===== config.mk =====
export PLATFORM = sky130hd
export DESIGN_NAME = instr_fetch_unit
export DESIGN_NICKNAME = d
export VERILOG_FILES = /design/src/rtl/riscv_pkg.sv /design/src/rtl/ifu_next_pc.sv /design/src/rtl/instr_fetch_unit.sv
export SDC_FILE = /design/constraint.sdc
export NUM_CORES = 1
export LEC_CHECK = 0
export ABC_CLOCK_PERIOD_IN_PS = 5300
export BUFFER_PORTS_ARGS = -buffer_cell sky130_fd_sc_hd__buf_2
export CAP_MARGIN = 15
export CORE_ASPECT_RATIO = 2
export CORE_MARGIN = 3
export CORE_UTILIZATION = 50
export DETAILED_ROUTE_END_ITERATION = 8
export PLACE_DENSITY = 0.95
export SYNTH_ARGS = -nofsm -noshare
export SYNTH_HDL_FRONTEND = slang
export SYNTH_SLANG_ARGS = --single-unit

===== constraint.sdc =====
create_clock -name clk -period 5.3 [get_ports clk]
set_input_delay 0.53 -clock clk [delete_from_list [all_inputs] [get_ports clk]]
set_output_delay 0.53 -clock clk [all_outputs]
set_load 0.01 [all_outputs]

===== src/rtl/riscv_pkg.sv =====
// ----------------------------------------------------------------------------
// riscv_pkg
//   Shared definitions for the fetch stage and the decode controller:
//   RV32I major opcode constants, the canonical NOP encoding
//   (addi x0,x0,0), and the fetch FSM state type.
// ----------------------------------------------------------------------------
package riscv_pkg;

   localparam logic [6:0] OP_LOAD   = 7'b0000011;
   localparam logic [6:0] OP_IMM    = 7'b0010011;
   localparam logic [6:0] OP_STORE  = 7'b0100011;
   localparam logic [6:0] OP_BRANCH = 7'b1100011;
   localparam logic [6:0] OP_JAL    = 7'b1101111;
   localparam logic [6:0] OP_JALR   = 7'b1100111;
   localparam logic [6:0] OP_R      = 7'b0110011;
   localparam logic [6:0] OP_LUI    = 7'b0110111;
   localparam logic [6:0] OP_AUIPC  = 7'b0010111;

   localparam logic [31:0] NOP_INSTR = 32'h0000_0013;

   typedef enum logic [2:0] {
      S_BOOT,
      S_REQ,
      S_WAIT,
      S_HOLD,
      S_HALT
   } fetch_state_t;

endpackage


===== src/rtl/ifu_next_pc.sv =====
// ----------------------------------------------------------------------------
// ifu_next_pc
//   Combinational next-PC logic for the fetch unit.
//   Build option: IFU_MISALIGN_TRAP_EN adds the 'misaligned' output.
//
//   pc         in   XLEN  address of the held instruction
//   pc_src     in   1     take the redirect target
//   pc_target  in   XLEN  redirect address from the controller
//   pc_plus4   out  XLEN  pc + 4, wraps modulo 2^XLEN
//   next_pc    out  XLEN  redirect (word aligned) or pc + 4
//   misaligned out  1     redirect requested to a non-word address
//                         (only with IFU_MISALIGN_TRAP_EN)
// ----------------------------------------------------------------------------
module ifu_next_pc
   import riscv_pkg::*;
#(
   parameter int unsigned XLEN = 32
) (
   input  logic [XLEN-1:0] pc,
   input  logic            pc_src,
   input  logic [XLEN-1:0] pc_target,
   output logic [XLEN-1:0] pc_plus4,
   output logic [XLEN-1:0] next_pc
`ifdef IFU_MISALIGN_TRAP_EN
   ,
   output logic            misaligned
`endif
);

   assign pc_plus4 = pc + XLEN'(4);

   // The low two target bits are always dropped; when trapping is enabled
   // the caller blocks the redirect instead of using this value.
   always_comb begin
      next_pc = pc_plus4;
      if (pc_src) begin
         next_pc = pc_target & ~XLEN'(3);
      end
   end

`ifdef IFU_MISALIGN_TRAP_EN
   assign misaligned = pc_src && (pc_target[1:0] != 2'b00);
`endif

endmodule


===== src/rtl/instr_fetch_unit.sv =====
// ----------------------------------------------------------------------------
// instr_fetch_unit
//   Fetch stage: owns the PC, fetches one instruction at a time from IMEM
//   over a req/gnt/rvalid handshake, holds it for the decode controller and
//   advances the PC (sequential or redirected) when the instruction retires.
//   Build option: IFU_MISALIGN_TRAP_EN - a misaligned redirect halts fetch
//   and raises the sticky misalign_err output instead of being masked.
//
//   clk, rst_n    in   clock (rising edge), async active-low reset
//   imem_req      out  fetch request, held with imem_addr until imem_gnt
//   imem_addr     out  fetch address (= pc)
//   imem_gnt      in   request accepted
//   imem_rvalid   in   read data valid (honoured only while waiting)
//   imem_rdata    in   instruction word
//   instr_valid   out  instr/pc hold a valid fetched instruction
//   instr_ready   in   downstream retires the instruction this cycle
//   stall         in   global hold, blocks retire
//   pc_src        in   take pc_target on retire
//   pc_target     in   redirect address
//   instr         out  held instruction word
//   op/funct3/funct7 out  slices of instr
//   pc, pc_plus4  out  held instruction address and its link value
//   fetch_busy    out  request or response outstanding
//   misalign_err  out  sticky misaligned redirect flag (option only)
// ----------------------------------------------------------------------------
module instr_fetch_unit
   import riscv_pkg::*;
#(
   parameter int unsigned     XLEN     = 32,
   parameter logic [XLEN-1:0] RESET_PC = '0
) (
   input  logic            clk,
   input  logic            rst_n,
   output logic            imem_req,
   output logic [XLEN-1:0] imem_addr,
   input  logic            imem_gnt,
   input  logic            imem_rvalid,
   input  logic [31:0]     imem_rdata,
   output logic            instr_valid,
   input  logic            instr_ready,
   input  logic            stall,
   input  logic            pc_src,
   input  logic [XLEN-1:0] pc_target,
   output logic [31:0]     instr,
   output logic [6:0]      op,
   output logic [2:0]      funct3,
   output logic            funct7,
   output logic [XLEN-1:0] pc,
   output logic [XLEN-1:0] pc_plus4,
   output logic            fetch_busy
`ifdef IFU_MISALIGN_TRAP_EN
   ,
   output logic            misalign_err
`endif
);

   fetch_state_t    state;
   fetch_state_t    state_next;
   logic [XLEN-1:0] pc_next;
   logic            capture;
   logic            retire;
   logic            advance;

`ifdef IFU_MISALIGN_TRAP_EN
   logic            misaligned;
`endif

   ifu_next_pc #(
      .XLEN (XLEN)
   ) u_next_pc (
      .pc         (pc),
      .pc_src     (pc_src),
      .pc_target  (pc_target),
      .pc_plus4   (pc_plus4),
      .next_pc    (pc_next)
`ifdef IFU_MISALIGN_TRAP_EN
      ,
      .misaligned (misaligned)
`endif
   );

   assign capture = (state == S_WAIT) && imem_rvalid;
   assign retire  = (state == S_HOLD) && instr_ready && !stall;

`ifdef IFU_MISALIGN_TRAP_EN
   assign advance = retire && !misaligned;
`else
   assign advance = retire;
`endif

   always_ff @(posedge clk or negedge rst_n) begin
      if (!rst_n) begin
         state <= S_BOOT;
         pc    <= RESET_PC;
         instr <= NOP_INSTR;
`ifdef IFU_MISALIGN_TRAP_EN
         misalign_err <= 1'b0;
`endif
      end else begin
         state <= state_next;
         if (capture) begin
            instr <= imem_rdata;
         end
         if (advance) begin
            pc <= pc_next;
         end
`ifdef IFU_MISALIGN_TRAP_EN
         if (retire && misaligned) begin
            misalign_err <= 1'b1;
         end
`endif
      end
   end

   always_comb begin
      state_next  = state;
      imem_req    = 1'b0;
      fetch_busy  = 1'b0;
      instr_valid = 1'b0;
      case (state)
         S_BOOT: begin
            state_next = S_REQ;
         end
         S_REQ: begin
            imem_req   = 1'b1;
            fetch_busy = 1'b1;
            if (imem_gnt) begin
               state_next = S_WAIT;
            end
         end
         S_WAIT: begin
            fetch_busy = 1'b1;
            if (imem_rvalid) begin
               state_next = S_HOLD;
            end
         end
         S_HOLD: begin
            instr_valid = 1'b1;
            if (retire) begin
`ifdef IFU_MISALIGN_TRAP_EN
               state_next = misaligned ? S_HALT : S_REQ;
`else
               state_next = S_REQ;
`endif
            end
         end
         S_HALT: begin
            state_next = S_HALT;
         end
         default: begin
            state_next = S_BOOT;
         end
      endcase
   end

   assign imem_addr = pc;
   assign op        = instr[6:0];
   assign funct3    = instr[14:12];
   assign funct7    = instr[30];

endmodule

### Word level (Yosys, flattened, before mapping)

Cells that the tools add are included.

| word-level totals | value |
|---|---|
| register bits | 67 |
| latch bits | 0 |
| memory bits (writable) | 0 |
| memory bits (read-only) | 0 |
| bits of input ports | 71 |
| output and inout port bits | 142 |
| logic and storage cells | 26 |
| memories kept | 0 |

| cells by class | value |
|---|---|
| $add $sub $neg | 1 |
| $mul | 0 |
| div/mod/pow operators | 0 |
| magnitude comparators | 0 |
| eq/ne operators | 7 |
| shift operators | 0 |
| mux-type cells | 8 |
| bitwise gates (word level) | 0 |
| reduce and logical (&&, ||, !) cells | 7 |

Operator list:

| cell | number |
|---|---|
| $add A32 B3 Y32 const B | 1 |
| $mux W32 | 1 |
| $pmux W3 S5 | 1 |
| $mux W3 | 3 |
| $eq A3 B2 Y1 const B | 2 |
| $ne A2 B2 Y1 const B | 3 |
| $eq A3 B1 Y1 const B | 1 |
| $eq A3 B3 Y1 const B | 1 |
| $logic_and A1 B1 Y1 | 3 |
| $logic_not A3 Y1 | 1 |
| $mux W1 | 3 |
| $reduce_and A3 Y1 | 1 |
| $reduce_or A2 Y1 | 1 |
| $logic_not A1 Y1 | 1 |

### Logic depth before layout (Yosys ltp)

| logic depth | value |
|---|---|
| depth after elaboration | 5 |
| gate-level depth with buffers | 7 |
| mapped depth without buffers | 5 |

### By module

Synthesis repeated with hierarchy kept, for this count alone.

| second synthesis, totals | value |
|---|---|
| cells, all modules | 368 |
| area total of the unflattened synthesis | 4160.2 um^2 |

Modules (own cells, without submodules):

| module | times used | cells each | area each (um^2) |
|---|---|---|---|
| instr_fetch_unit | 1 | 196 | 3050.4 |
| ifu_next_pc | 1 | 172 | 1109.8 |

### Worst setup path after synthesis

OpenSTA, ideal clock, no wires.

| timing | value |
|---|---|
| path kind | register to output |
| from | register pc[2] (netlist: imem_addr[2]) |
| to | output pc_plus4[28] |
| arrival time | 1.858 ns |
| slack | 2.912 ns |
| stages on the path, launching flop included | 7 |
| path buffers | 1 |
| cells stage by stage | dfrtp_1 > ha_1 > nand4_2 > nor4_4 > buf_4 > nand3_1 > xnor2_1 |

| between the ends | value |
|---|---|
| word-level cells in the longest chain between the ends | 1 |

RTL lines:

| what | line | RTL |
|---|---|---|
| start: declaration | instr_fetch_unit.sv:48 | `output logic [XLEN-1:0] pc,` |
| start signal: assignment | instr_fetch_unit.sv:105 | `pc <= pc_next;` |
| $add A32 B3 Y32 | ifu_next_pc.sv:30 | `assign pc_plus4 = pc + XLEN'(4);` |
| end: declaration | instr_fetch_unit.sv:49 | `output logic [XLEN-1:0] pc_plus4,` |

No other way between the ends.

### Final worst setup path

| timing | value |
|---|---|
| from | register pc[16] (netlist: imem_addr[16]) |
| to | output pc_plus4[27] |

The elaborated chain is that of the path after synthesis.

==> impl_metrics.json <==
{
  "finalClockSkew_ns": 0.00781,
  "dieArea_um2": 9690,
  "synthTopCellsByArea": "dfrtp_1 (37%), buf_4 (8.5%), mux2_2 (8.5%)",
  "wl_mm": 12.7,
  "slew_viol_final": 0,
  "synthArstFlopShare_pct": 100,
  "final_area_um2": 5220,
  "root_buffer": "clkbuf_16",
  "post-route-period-util_pct": 61.4,
  "synth_top_area_share_pct": 36.6,
  "ys.warnings.count": 0,
  "grt_setup_unrepaired": "no",
  "ys_seq_area_share_pct": 38.4,
  "status": "finished, final reports clean",
  "io_pins": 213,
  "grt_max_degree": 68,
  "gp_congestion": 0.855,
  "utilization_pct": 64.3,
  "start_util_pct": 52.3,
  "min_period_ns": 3.25,
  "syn_area_um2": 4240,
  "cp_max_fo": 16,
  "yosysTopAreaCell": "dfrtp_1",
  "port_buffers": 204,
  "cp_data_arrival_time_ns": 2.72,
  "antenna_found_initial": 0,
  "detail_route.vias_per_cell": 5.94,
  "synth-seq-cells": 65,
  "slew-limit-headroom_pct": 20.9,
  "grt_pass1_vias": 4059,
  "vias": 4160,
  "avgRoutedWirePerCell_um": 18.1,
  "grt.total_usage_pct": 25.5,
  "p_sw_mw": 1.25,
  "synth_edf_count": 0,
  "layout-drive-gt1-share_pct": 44.7,
  "avgSynthCellArea_um2": 9.28,
  "power_frac_comb_pct": 46.3,
  "ctsLongestPathBuffers": 2,
  "clkPwrFrac_pct": 20.0,
  "first_pass_iters": 5,
  "rr_startpoint": "state[2]",
  "whs_ns": 0.409,
  "tns_ns": 0,
  "syn2layout_area_growth_pct": 23.1,
  "diodes": 0,
  "cts_tree": "done",
  "fmax_mhz": 307,
  "synthTopCellsByCount": "dfrtp_1 (62), buf_4 (48), nand2_1 (33)",
  "post_dp_cell_area_um2": 4920,
  "cts.sinks": 65,
  "total_power_mw": 2.94,
  "drv_cap": 0,
  "drt_iter0_drc": 292,
  "reg2reg_depth": 4,
  "cts.repair.resized": 0,
  "yosysMostFrequentCell": "dfrtp_1",
  "start_kind": "flip-flop",
  "r2r-end": "imem_addr[15]",
  "core_um2": 8120,
  "r2r_slack_ns": 2.51,
  "worst_skew_pair.late_latency_ns": 0.32,
  "htreeDepth": 3,
  "nNetsFinal": 671,
  "cp.required_ns": 4.77,
  "tightest_slew_ns": 1.19,
  "power.leakage_nw": 2.47,
  "synthCells": 457,
  "seqPwrFrac_pct": 33.7,
  "hold_path_class": "input pin to asynchronous set/reset pin",
  "dieWidth_um": 71.1,
  "ys_types": 50,
  "ir_drop_uv": 219,
  "antenna_left": 0,
  "grt_pass1_wl_mm": 19.6,
  "cts.clk_slew.worst_paths_ns": 0.06,
  "critical_path_class": "flip-flop to output port",
  "cts_made_buffers": 9,
  "setup_viol": 0,
  "drc_errors": 0,
  "die_h_um": 136,
  "n_fill_cell": 658,
  "intPower_mw": 1.70,
  "powerDensity_nw_per_um2": 564,
  "hold_buffers": 0,
  "grt.overflow.total": 0,
  "hold_violations": 0,
  "num_rows": 46,
  "synth-main-ff-cell": "dfrtp_1",
  "p_sw_share_pct": 42.4,
  "cts_setup_buffers": 0,
  "place_hpwl_mm": 9.18,
  "crit_path_end_kind": "output port"
}
state kept, by name (all words and copies together) (netlist names):
register,cells
instr,32
imem_addr,30
state,3
how the worst max path moves through the flow:
stage	startpoint	end	slack, ns	depth (start not counted)
after global placement	imem_addr[2]	pc_plus4[28]	2.50	6
after global routing	imem_addr[3]	pc_plus4[28]	1.81	6
after floorplan	imem_addr[2]	pc_plus4[28]	2.91	6
after CTS	imem_addr[3]	pc_plus4[28]	2.04	6
final	imem_addr[16]	pc_plus4[27]	2.05	5
after detailed placement	imem_addr[3]	pc_plus4[28]	2.39	6
power by group through the flow:
stage	registers, mW	logic (mW)	clock network, mW
after floorplan	1.00	0.917	0
after global placement	0.973	1.32	0
after detailed placement	0.996	1.37	0
after CTS	0.988	1.37	0.598
after global routing	1.03	1.47	0.620
final	0.991	1.36	0.588
layer usage:
layer	GRT usage (%)	wire, um
met1	26.6	4260
met5	0	0
met3	4.29	985
met2	47.2	6920
met4	14.1	492
logic make-up after synthesis:
family	after synthesis	synth area share, %
fa+ha+maj	1	0.295
other cells	1	0.0884
buf+inv	104	14.0
compound gates	83	13.2
flops	65	38.4
mux	35	9.21
simple gates	140	19.0
xor+xnor	28	5.78
critical path, cell delays in order, from the launching register on:
cell	delay [ns]
dfrtp_1	0.62
nand4_1	0.25
nor2_1	0.85
nand3_1	0.30
xnor2_1	0.21
buf_2	0.16
cell type report:
cell class	count	area (um2)	area share, %
clock buffers	11	243	4.65
inverters	23	86.3	1.65
well taps	96	120	2.30
multi-input cells	293	2040	39.1
repair buffers	207	1040	20.0
clock inverters	5	55.1	1.05
flip-flops and latches	65	1630	31.2
per-stage QoR:
stage | instances | setup slack, ns
4_1_cts | 700 | 2.04
3_5_place_dp | 684 | 2.39
3_3_place_gp | 684 | 2.50
2_1_floorplan | 462 | 2.91
5_1_grt | 700 | 1.81
6_report | 700 | 2.05
cell usage in the layout (no fill, tap or decap), types with 2 or more instances in the layout:
cell	instances
a211o_1	6
a21oi_1	22
a22oi_1	6
a2bb2oi_1	2
a311o_1	5
a311oi_1	2
a41o_1	2
and3_1	2
buf_2	204
buf_4	3
clkbuf_16	9
clkinv_2	2
clkinvlp_4	2
conb_1	6
dfrtp_1	62
dfstp_2	3
inv_1	22
mux2_2	32
mux2i_1	3
nand2_1	33
nand2b_1	3
nand3_1	19
nand3_4	2
nand3b_1	3
nand4_1	12
nand4_2	2
nor2_1	19
nor3_1	22
nor3b_1	2
nor4_1	8
nor4_4	3
o211ai_1	8
o21ai_0	18
o22ai_1	3
o2bb2ai_1	7
or2_2	2
or3_1	2
xnor2_1	23
xor2_1	5
Power figures use the tool's default switching activity.
